## src/rtl/usb_tx_encoder_if.sv

```systemverilog
// Byte-source handshake and bus-pin bundle for the USB transmit encoder.
interface usb_tx_encoder_if;
  logic [7:0] tx_data;
  logic       tx_valid;
  logic       tx_last;
  logic       tx_ready;
  logic       d_plus_out;
  logic       d_minus_out;
  logic       tx_busy;
  logic       tx_done;
  logic       tx_err;

  modport master (
    output tx_data, tx_valid, tx_last,
    input  tx_ready, d_plus_out, d_minus_out, tx_busy, tx_done, tx_err
  );

  modport slave (
    input  tx_data, tx_valid, tx_last,
    output tx_ready, d_plus_out, d_minus_out, tx_busy, tx_done, tx_err
  );
endinterface

```

## src/rtl/usb_tx_encoder.sv

```systemverilog
// Bit-timed USB transmitter: SYNC prefix, LSB-first serialisation, bit stuffing,
// NRZI onto D+/D-, and SE0-SE0-J end of packet.
module usb_tx_encoder #(
  parameter int unsigned CLKS_PER_BIT = 8,
  parameter logic [7:0]  SYNC_BYTE    = 8'h80
) (
  input  logic            clk,
  input  logic            n_rst,
  usb_tx_encoder_if.slave bus
);

  localparam int unsigned       CNT_W     = $clog2(CLKS_PER_BIT);
  localparam int unsigned       IDX_W     = 3;
  localparam int unsigned       ONES_W    = 3;
  localparam logic [CNT_W-1:0]  CNT_LAST  = CNT_W'(CLKS_PER_BIT - 1);
  localparam logic [IDX_W-1:0]  IDX_LAST  = IDX_W'(7);
  localparam logic [ONES_W-1:0] STUFF_RUN = ONES_W'(6);

  typedef enum logic [2:0] {
    S_IDLE,
    S_SYNC,
    S_DATA,
    S_STUFF,
    S_EOP_SE0,
    S_EOP_J
  } state_e;

  state_e              state_q, state_d;
  logic [CNT_W-1:0]    cnt_q, cnt_d;
  logic [IDX_W-1:0]    idx_q, idx_d;
  logic [ONES_W-1:0]   ones_q, ones_d;
  logic [7:0]          byte_q, byte_d;
  logic                last_q, last_d;
  logic                stuff_sync_q, stuff_sync_d;
  logic                dp_q, dp_d;
  logic                dm_q, dm_d;
  logic                busy_q, busy_d;

  logic                wrap;
  logic                res_sync;
  logic [IDX_W-1:0]    idx_nxt;
  logic                emit;
  logic                emit_bit;
  logic                ready_c;
  logic                err_c;
  logic                done_c;

  // State register; reset returns the line to J immediately, abandoning any packet.
  always_ff @(posedge clk) begin
    if (n_rst) begin
      state_q      <= S_IDLE;
      cnt_q        <= '0;
      idx_q        <= '0;
      ones_q       <= '0;
      byte_q       <= '0;
      last_q       <= 1'b0;
      stuff_sync_q <= 1'b0;
      dp_q         <= 1'b1;
      dm_q         <= 1'b0;
      busy_q       <= 1'b0;
    end else begin
      state_q      <= state_d;
      cnt_q        <= cnt_d;
      idx_q        <= idx_d;
      ones_q       <= ones_d;
      byte_q       <= byte_d;
      last_q       <= last_d;
      stuff_sync_q <= stuff_sync_d;
      dp_q         <= dp_d;
      dm_q         <= dm_d;
      busy_q       <= busy_d;
    end
  end

  // Next-state logic: every decision is taken on the bit-timer wrap, and the line
  // register is loaded with the symbol for the bit period that starts next.
  always_comb begin
    state_d      = state_q;
    cnt_d        = cnt_q;
    idx_d        = idx_q;
    ones_d       = ones_q;
    byte_d       = byte_q;
    last_d       = last_q;
    stuff_sync_d = stuff_sync_q;
    dp_d         = dp_q;
    dm_d         = dm_q;
    emit         = 1'b0;
    emit_bit     = 1'b1;
    ready_c      = 1'b0;
    err_c        = 1'b0;
    done_c       = 1'b0;

    wrap     = (cnt_q == CNT_LAST);
    idx_nxt  = idx_q + IDX_W'(1);
    // A stuff bit resumes the sequence it interrupted.
    res_sync = (state_q == S_SYNC) || ((state_q == S_STUFF) && stuff_sync_q);

    case (state_q)
      S_IDLE: begin
        cnt_d = '0;
        dp_d  = 1'b1;
        dm_d  = 1'b0;
        if (bus.tx_valid) begin
          ready_c  = 1'b1;
          byte_d   = bus.tx_data;
          last_d   = bus.tx_last;
          state_d  = S_SYNC;
          idx_d    = '0;
          emit     = 1'b1;
          emit_bit = SYNC_BYTE[0];
        end
      end

      S_SYNC, S_DATA, S_STUFF: begin
        cnt_d = wrap ? '0 : cnt_q + CNT_W'(1);
        if (wrap) begin
          if ((state_q != S_STUFF) && (ones_q == STUFF_RUN)) begin
            state_d      = S_STUFF;
            stuff_sync_d = (state_q == S_SYNC);
            emit         = 1'b1;
            emit_bit     = 1'b0;
          end else if (res_sync && (idx_q != IDX_LAST)) begin
            state_d  = S_SYNC;
            idx_d    = idx_nxt;
            emit     = 1'b1;
            emit_bit = SYNC_BYTE[idx_nxt];
          end else if (res_sync) begin
            state_d  = S_DATA;
            idx_d    = '0;
            emit     = 1'b1;
            emit_bit = byte_q[0];
          end else if (idx_q != IDX_LAST) begin
            state_d  = S_DATA;
            idx_d    = idx_nxt;
            emit     = 1'b1;
            emit_bit = byte_q[idx_nxt];
          end else if (!last_q && bus.tx_valid) begin
            ready_c  = 1'b1;
            byte_d   = bus.tx_data;
            last_d   = bus.tx_last;
            state_d  = S_DATA;
            idx_d    = '0;
            emit     = 1'b1;
            emit_bit = bus.tx_data[0];
          end else begin
            // Final byte done, or the source ran dry mid-packet (truncate).
            err_c   = !last_q;
            state_d = S_EOP_SE0;
            idx_d   = '0;
            ones_d  = '0;
            dp_d    = 1'b0;
            dm_d    = 1'b0;
          end
        end
      end

      S_EOP_SE0: begin
        cnt_d = wrap ? '0 : cnt_q + CNT_W'(1);
        if (wrap) begin
          if (idx_q == '0) begin
            idx_d = IDX_W'(1);
          end else begin
            state_d = S_EOP_J;
            idx_d   = '0;
            dp_d    = 1'b1;
            dm_d    = 1'b0;
          end
        end
      end

      S_EOP_J: begin
        cnt_d = wrap ? '0 : cnt_q + CNT_W'(1);
        if (wrap) begin
          done_c  = 1'b1;
          state_d = S_IDLE;
        end
      end

      default: begin
        state_d = S_IDLE;
        cnt_d   = '0;
        idx_d   = '0;
        ones_d  = '0;
        dp_d    = 1'b1;
        dm_d    = 1'b0;
      end
    endcase

    // NRZI: a 0 toggles J<->K, a 1 holds; the run of ones feeds the stuffing rule.
    if (emit) begin
      if (!emit_bit) begin
        dp_d = ~dp_q;
        dm_d = ~dm_q;
      end
      ones_d = emit_bit ? ones_q + ONES_W'(1) : '0;
    end
  end

  assign busy_d = (state_d != S_IDLE);

  assign bus.tx_ready    = ready_c & ~n_rst;
  assign bus.tx_err      = err_c   & ~n_rst;
  assign bus.tx_done     = done_c  & ~n_rst;
  assign bus.d_plus_out  = dp_q;
  assign bus.d_minus_out = dm_q;
  assign bus.tx_busy     = busy_q;

endmodule

```

## src/flat_wrapper.sv

```systemverilog
// flat-port wrapper written by rule: the top's interface ports become plain ports
module usb_tx_encoder_flat 
#(
  parameter int unsigned CLKS_PER_BIT = 8,
  parameter logic [7:0]  SYNC_BYTE    = 8'h80
)
  (clk, n_rst, bus_tx_data, bus_tx_valid, bus_tx_last, bus_tx_ready, bus_d_plus_out, bus_d_minus_out, bus_tx_busy, bus_tx_done, bus_tx_err);
  usb_tx_encoder_if bus_i ();
  input  logic clk;
  input  logic n_rst;
  input wire logic [$bits(bus_i.tx_data)-1:0] bus_tx_data;
  input wire logic [$bits(bus_i.tx_valid)-1:0] bus_tx_valid;
  input wire logic [$bits(bus_i.tx_last)-1:0] bus_tx_last;
  output wire logic [$bits(bus_i.tx_ready)-1:0] bus_tx_ready;
  output wire logic [$bits(bus_i.d_plus_out)-1:0] bus_d_plus_out;
  output wire logic [$bits(bus_i.d_minus_out)-1:0] bus_d_minus_out;
  output wire logic [$bits(bus_i.tx_busy)-1:0] bus_tx_busy;
  output wire logic [$bits(bus_i.tx_done)-1:0] bus_tx_done;
  output wire logic [$bits(bus_i.tx_err)-1:0] bus_tx_err;
  assign bus_i.tx_data = bus_tx_data;
  assign bus_i.tx_valid = bus_tx_valid;
  assign bus_i.tx_last = bus_tx_last;
  assign bus_tx_ready = bus_i.tx_ready;
  assign bus_d_plus_out = bus_i.d_plus_out;
  assign bus_d_minus_out = bus_i.d_minus_out;
  assign bus_tx_busy = bus_i.tx_busy;
  assign bus_tx_done = bus_i.tx_done;
  assign bus_tx_err = bus_i.tx_err;
  usb_tx_encoder #(.CLKS_PER_BIT(CLKS_PER_BIT), .SYNC_BYTE(SYNC_BYTE)) u_core (.clk(clk), .n_rst(n_rst), .bus(bus_i));
endmodule
```

## config.mk

```make
export PLATFORM = sky130hd
export DESIGN_NAME = usb_tx_encoder_flat
export DESIGN_NICKNAME = d
export VERILOG_FILES = /design/src/rtl/usb_tx_encoder_if.sv /design/src/rtl/usb_tx_encoder.sv /design/src/flat_wrapper.sv
export SDC_FILE = /design/constraint.sdc
export NUM_CORES = 1
export LEC_CHECK = 0
export CORE_MARGIN = 1.5
export CORE_UTILIZATION = 55
export DETAILED_ROUTE_END_ITERATION = 12
export PLACE_DENSITY = 0.77
export SYNTH_ARGS = -nofsm -noshare
export SYNTH_HDL_FRONTEND = slang
export SYNTH_SLANG_ARGS = --single-unit
```

## constraint.sdc

```tcl
create_clock -name clk -period 3.3 [get_ports clk]
set_input_delay 0.495 -clock clk [delete_from_list [all_inputs] [get_ports clk]]
set_output_delay 0.495 -clock clk [all_outputs]
set_load 0.1 [all_outputs]
```

# After elaboration in Yosys (flattened, before gate mapping)
# Memory sizes are Yosys's and may differ from the RTL's.
# Cells that the tools add are included.
[classes] bitwise_logic=8 addsub=3 n_lt_le_gt_ge=1 n_eq_ne=24 reduce_logical=18 mux=101
[op_table] operator="$mux W3" n=25
[op_table] operator="$mux W1" n=58
[op_table] operator="$mux W8" n=7
[op_table] operator="$pmux W3 S4" n=2
[op_table] operator="$pmux W8 S2" n=1
[op_table] operator="$ne A3 B2 Y1 const B" n=5
[op_table] operator="$eq A3 B3 Y1 const B" n=4
[op_table] operator="$ne A2 B2 Y1 const B" n=5
[op_table] operator="$add A3 B1 Y3 const B" n=3
[op_table] operator="$reduce_or A3 Y1" n=3
[op_table] operator="$ne A2 B1 Y1 const B" n=4
[op_table] operator="$pmux W1 S2" n=4
[op_table] operator="$reduce_and A8 Y1" n=1
[op_table] operator="$reduce_and A7 Y1" n=1
[op_table] operator="$eq A3 B2 Y1 const B" n=2
[op_table] operator="$logic_not A3 Y1" n=2
[op_table] operator="$ne A3 B3 Y1 const B" n=2
[op_table] operator="$pmux W1 S3" n=2
[op_table] operator="$pmux W3 S2" n=1
[op_table] operator="$not A1 Y1" n=5
[op_table] operator="$reduce_and A5 Y1" n=1
[op_table] operator="$reduce_or A5 Y1" n=1
[op_table] operator="$logic_and A1 B1 Y1" n=4
[op_table] operator="$lt A3 B4 Y1 const B" n=1
[op_table] operator="9 further kinds" n=11
[word_totals] romBits=8 input_bits=12 output_inout_bits=6 reg_bits=25 mem_count=1 wordCells=166
[memory_table] memory="(name not given)" depth=8 word_bits=1 read_ports=1 rd_ports_with_merged_regs=0 wr=0 line="usb_tx_encoder.sv:126" source="emit_bit = SYNC_BYTE[idx_nxt];"

# Depth between registers and ports, before layout
[logic_depth] depth_word=11 mapped_depth=9 mapped_depth_nobuf=7

# Worst setup path before layout
# No wires, ideal clock.
[synth_timing] kind="reg-to-output" start="register u_core.cnt_q[0]" end="output bus_tx_done" required_ns=2.805 slack_ns=-1.199 stages_incl_launch_ff=6 path_buffers=1 arrival_ns=4.004 path_cell_list="dfxtp_1 > ha_1 > ha_1 > clkbuf_1 > nand2_1 > nor4b_1"
[synth_via] elab_chain_cells=4
[synth_lines] element="from (decl)" line="usb_tx_encoder.sv:29" source="logic [CNT_W-1:0] cnt_q, cnt_d;"
[synth_lines] element="from (signal assigned)" line="usb_tx_encoder.sv:63" source="cnt_q <= cnt_d;"
[synth_lines] element="$eq A3 B3 Y1" line="usb_tx_encoder.sv:93" source="wrap = (cnt_q == CNT_LAST);"
[synth_lines] element="$mux W1" line="usb_tx_encoder.sv:173" source="if (wrap) begin"
[synth_lines] element="$mux W1" line="usb_tx_encoder.sv:98" source="case (state_q)"
[synth_lines] element="$and A1 B1 Y1" line="usb_tx_encoder.sv:203" source="assign bus.tx_done = done_c & ~n_rst;"
[synth_lines] element="to (decl)" line="flat_wrapper.sv:18" source="output wire logic [$bits(bus_i.tx_done)-1:0] bus_tx_done;"
# No other way between the ends.

# Final worst setup path
[layout_timing] start="register u_core.cnt_q[0]" end="output bus_tx_ready"
[layout_via] elab_chain_cells=4
[layout_lines] element="$eq A3 B3 Y1" line="usb_tx_encoder.sv:93"
[layout_lines] element="$mux W1" line="usb_tx_encoder.sv:116" source="if (wrap) begin"
[layout_lines] element="$pmux W1 S2" line="usb_tx_encoder.sv:98"
[layout_lines] element="$and A1 B1 Y1" line="usb_tx_encoder.sv:201" source="assign bus.tx_ready = ready_c & ~n_rst;"
[layout_lines] element="to (decl)" line="flat_wrapper.sv:14" source="output wire logic [$bits(bus_i.tx_ready)-1:0] bus_tx_ready;"
# No other way between the ends.

==> results.md <==
* Status: complete, no violations
* Pwr/cell area at 348 mW/mm^2
* Logic pwr share at 22.4%
* CTS tree: done
* Vias per cell at 6.20
* Pin count of the biggest net entering global routing at 20
* Maximum VDD drop at 254 uV
* DRT Pass-1 Iters at 4
* Hold depth at 1
* Post-CTS Setup Bufs at 0
* Remaining Overflow, GRT at 0
* Post-synthesis cell type count at 47
* CTS Buffer Depth at 2
* Fraction of layout cells with a size suffix above 1 at 10.6%
* Worst slew pin tran at 966 ps
* Crit-path cells: ha_1 > ha_1 > inv_1 > nor3_1 > a41o_1 > nor2b_2 > buf_12
* Worst Hold End: u_core.cnt_q[0]$_SDFF_PP0_
* Sequential fraction of design power at 54.5%
* Reg2reg setup slack at 670 ps
* CP max-delay cell: nor3_1
* Total wire length at 3240 um
* Clock tree sinks at 25
* Residual DRC at 0
* Internal power at around 420 uW
* DIE WIDTH at 54.8 um
* Die area at 0.00300 sq mm
* Most frequent cells in the layout: 25 x dfxtp_1, 20 x nor2_1, 14 x clkdlybuf4s50_1, 12 x mux2i_1
* Avg Synthesized Cell Area at 8.89 sq um
* Leakage at between 0.0006 and 0.0007 uW
* Most used DFF post-synth: dfxtp_1
* CTS root buffer: clkbuf_4
* Cells after Synth at ~170
* CP Max Fanout at 8
* Worst Hold Launch: u_core.cnt_q[0]$_SDFF_PP0_
* Final Hold Violating Endpoints at 0
* Tot GR Track Use at 25.1%
* First-pass GRT wire length at 5450 um
* Pre-CTS setup slack at 721 ps
* Die Y at 54.8 um
* WL/cell at 15.4 um
* Critical Path Start Type: register
* WHS at roughly 450 ps
* Post-route setup TNS at 0 ps
* Fraction of registers with async set/reset at 0%
* Initial antenna violation count at 0
* R2r worst-path depth at 7
* Final nets at 201
* Final min period at 2820 ps
* RSZ-0062 raised after global routing: false
* Yosys reg bits at 25
* Design area at 0.00173 sq mm
* Clk_skew at ~3.6 ps
* H-tree depth at 1
* Initial Utilization at 59.1%
* Antenna cells at 0
* Slew headroom at 35.4%
* Mapped Nets at 186
* Slowest cell delay on critical path at 380 ps
* Core area at 0.00250 sq mm
* Element type at the critical path end: output port
* CTS Hold Buffers Added at 0
* Clock transition at the registers of the reported paths at 130 ps
* Leading cell type in the layout, fill and taps excluded: dfxtp_1
* Clk Latency, worst-skew pair at 320 ps
* Post-route clock period utilization at a little under nine tenths
* Worst min path class: reg -> reg
* Post-placement cell area at 0.00171 sq mm
* Vias in the first global route at between 1000 and 1500
* Final setup viols at 0
* Resize count post-CTS at 0
* RR Endpoint: u_core.bus.d_minus_out$_SDFF_PP0_
* Fmax at 0.354 GHz
* # rows at 18
* Setup Crit Path Kind: reg -> out
* Clock power share at 23.1%
* Starting DRT DRC Count at 59
* Seq/Total Area, Yosys at about 34%
* Max Cap Violations at 0
* Critical Path Most Common Cell: ha_1
* Antenna-violating nets left at 0
* I/O pin cnt at 18
* Switching Power at approximately 180 uW
* Critical path arrival at 2330 ps
* Gp weighted congestion at between 0.9 and 1
* Num CTS Buffers at 3
* # port buffers at 17
* Setup ws final at 475 ps
* Number of synthesized flops with an enable pin at 0
* Area Overhead vs Synth at 17.5%
* DP Wirelength at 2490 um
* Ys Warns at 0
* Switching power share of the total at between 30% and 40%
* Vias at 1302
* Critical path required time at 2800 ps
* Reg2reg start: u_core.idx_q[0]$_SDFFE_PP0P_
* Mapped cell area at between 0.001 and 0.0015 sq mm
* Max Slew Vio Count at 0
-- critical path, delay by kind of cell (launching register included) --
family | cells | cell delay [ps]
fa+ha+maj | 2 | 470
flops | 1 | 360
buf+inv | 2 | 340
compound gates | 1 | 260
simple gates | 2 | 580
-- power groups by stage --
| stage | Clock, uW | Combinational [uW] | Sequential (uW) |
|---|---|---|---|
| final | 140 | 135 | 329 |
| after global routing | 152 | 146 | 331 |
| after CTS | 142 | 135 | 329 |
| after detailed placement | 0 | 135 | 336 |
| after global placement | 0 | 133 | 334 |
| after floorplan | 0 | 72.9 | 355 |
-- metal layers --
metal / up-vias / GRT usage [%] / routed length, um
met2: 43 / 41.1 / 1540
li1: 639 / - / -
met3: 4 / 2.73 / 158
met5: - / 0 / 0
met1: 616 / 33.7 / 1510
met4: 0 / 9.58 / 29
-- worst max path at each step --
stage,start,end,slack (ps),depth (start not counted)
after floorplan,u_core.idx_q[0]$_SDFFE_PP0P_,bus_tx_err,110,6
after global placement,u_core.idx_q[0]$_SDFFE_PP0P_,u_core.bus.d_minus_out$_SDFF_PP0_,760,7
after detailed placement,u_core.idx_q[0]$_SDFFE_PP0P_,u_core.ones_q[2]$_SDFFE_PP0P_,720,7
after CTS,u_core.cnt_q[0]$_SDFF_PP0_,bus_tx_ready,520,7
after global routing,u_core.cnt_q[0]$_SDFF_PP0_,bus_tx_ready,340,7
final,u_core.cnt_q[0]$_SDFF_PP0_,bus_tx_ready,480,7
-- synthesized netlist by cell type, types with 2 or more instances --
library cell	count	share of area (%)
nor3_1	6	2.0
a41o_1	2	1.4
nor2b_1	3	1.3
or2_2	2	0.85
buf_2	2	0.68
mux4_1	2	3.6
a311oi_1	2	1.2
nor2_1	20	5.1
nand3_1	2	0.68
nand2b_1	4	1.7
inv_1	9	2.3
dfxtp_1	25	34
mux2i_1	12	8.1
o22ai_1	3	1.3
clkbuf_1	6	1.5
a21o_1	2	1.0
o21ai_0	4	1.4
o2111ai_1	2	1.2
a32oi_1	3	1.8
a21oi_1	9	3.1
mux2_2	2	1.5
ha_1	8	6.8
nor4_1	2	0.85
nand2_1	9	2.3
and2_1	3	1.3
-- cell families (layout without fill, tap and decap cells) --
family / after synthesis / count (layout) / synth area share (%)
flops: 25 / 25 / 33.9
fa+ha+maj: 8 / 8 / 6.78
buf+inv: 18 / 32 / 4.75
simple gates: 58 / 58 / 19.6
compound gates: 41 / 41 / 21.8
mux: 16 / 16 / 13.2
-- metrics by stage --
| stage | utilization [%] | total power (uW) | cells |
|---|---|---|---|
| floorplan | - | 427 | 166 |
| global placement | 68.3 | 467 | 206 |
| detailed placement | 68.3 | 470 | 206 |
| CTS | 69.4 | 606 | 210 |
| global route | 69.4 | 629 | 210 |
| finish | 69.4 | 604 | 210 |
-- sequential cells by signal, summed over array words and instances, names as in the netlist, 3 cells and up --
signal,cells
u_core.byte_q,8
u_core.cnt_q,3
u_core.idx_q,3
u_core.ones_q,3
u_core.state_q,3
-- cell type report --
cell class,instances,area [sq um]
Sequential cell,25,500
Fill cell,193,766
Timing Repair Buffer,19,215
Clock buffer,4,26.3
Inverter,9,33.8
Multi-Input combinational cell,123,921
Tap cell,30,37.5
Power figures use the tool's default switching activity.
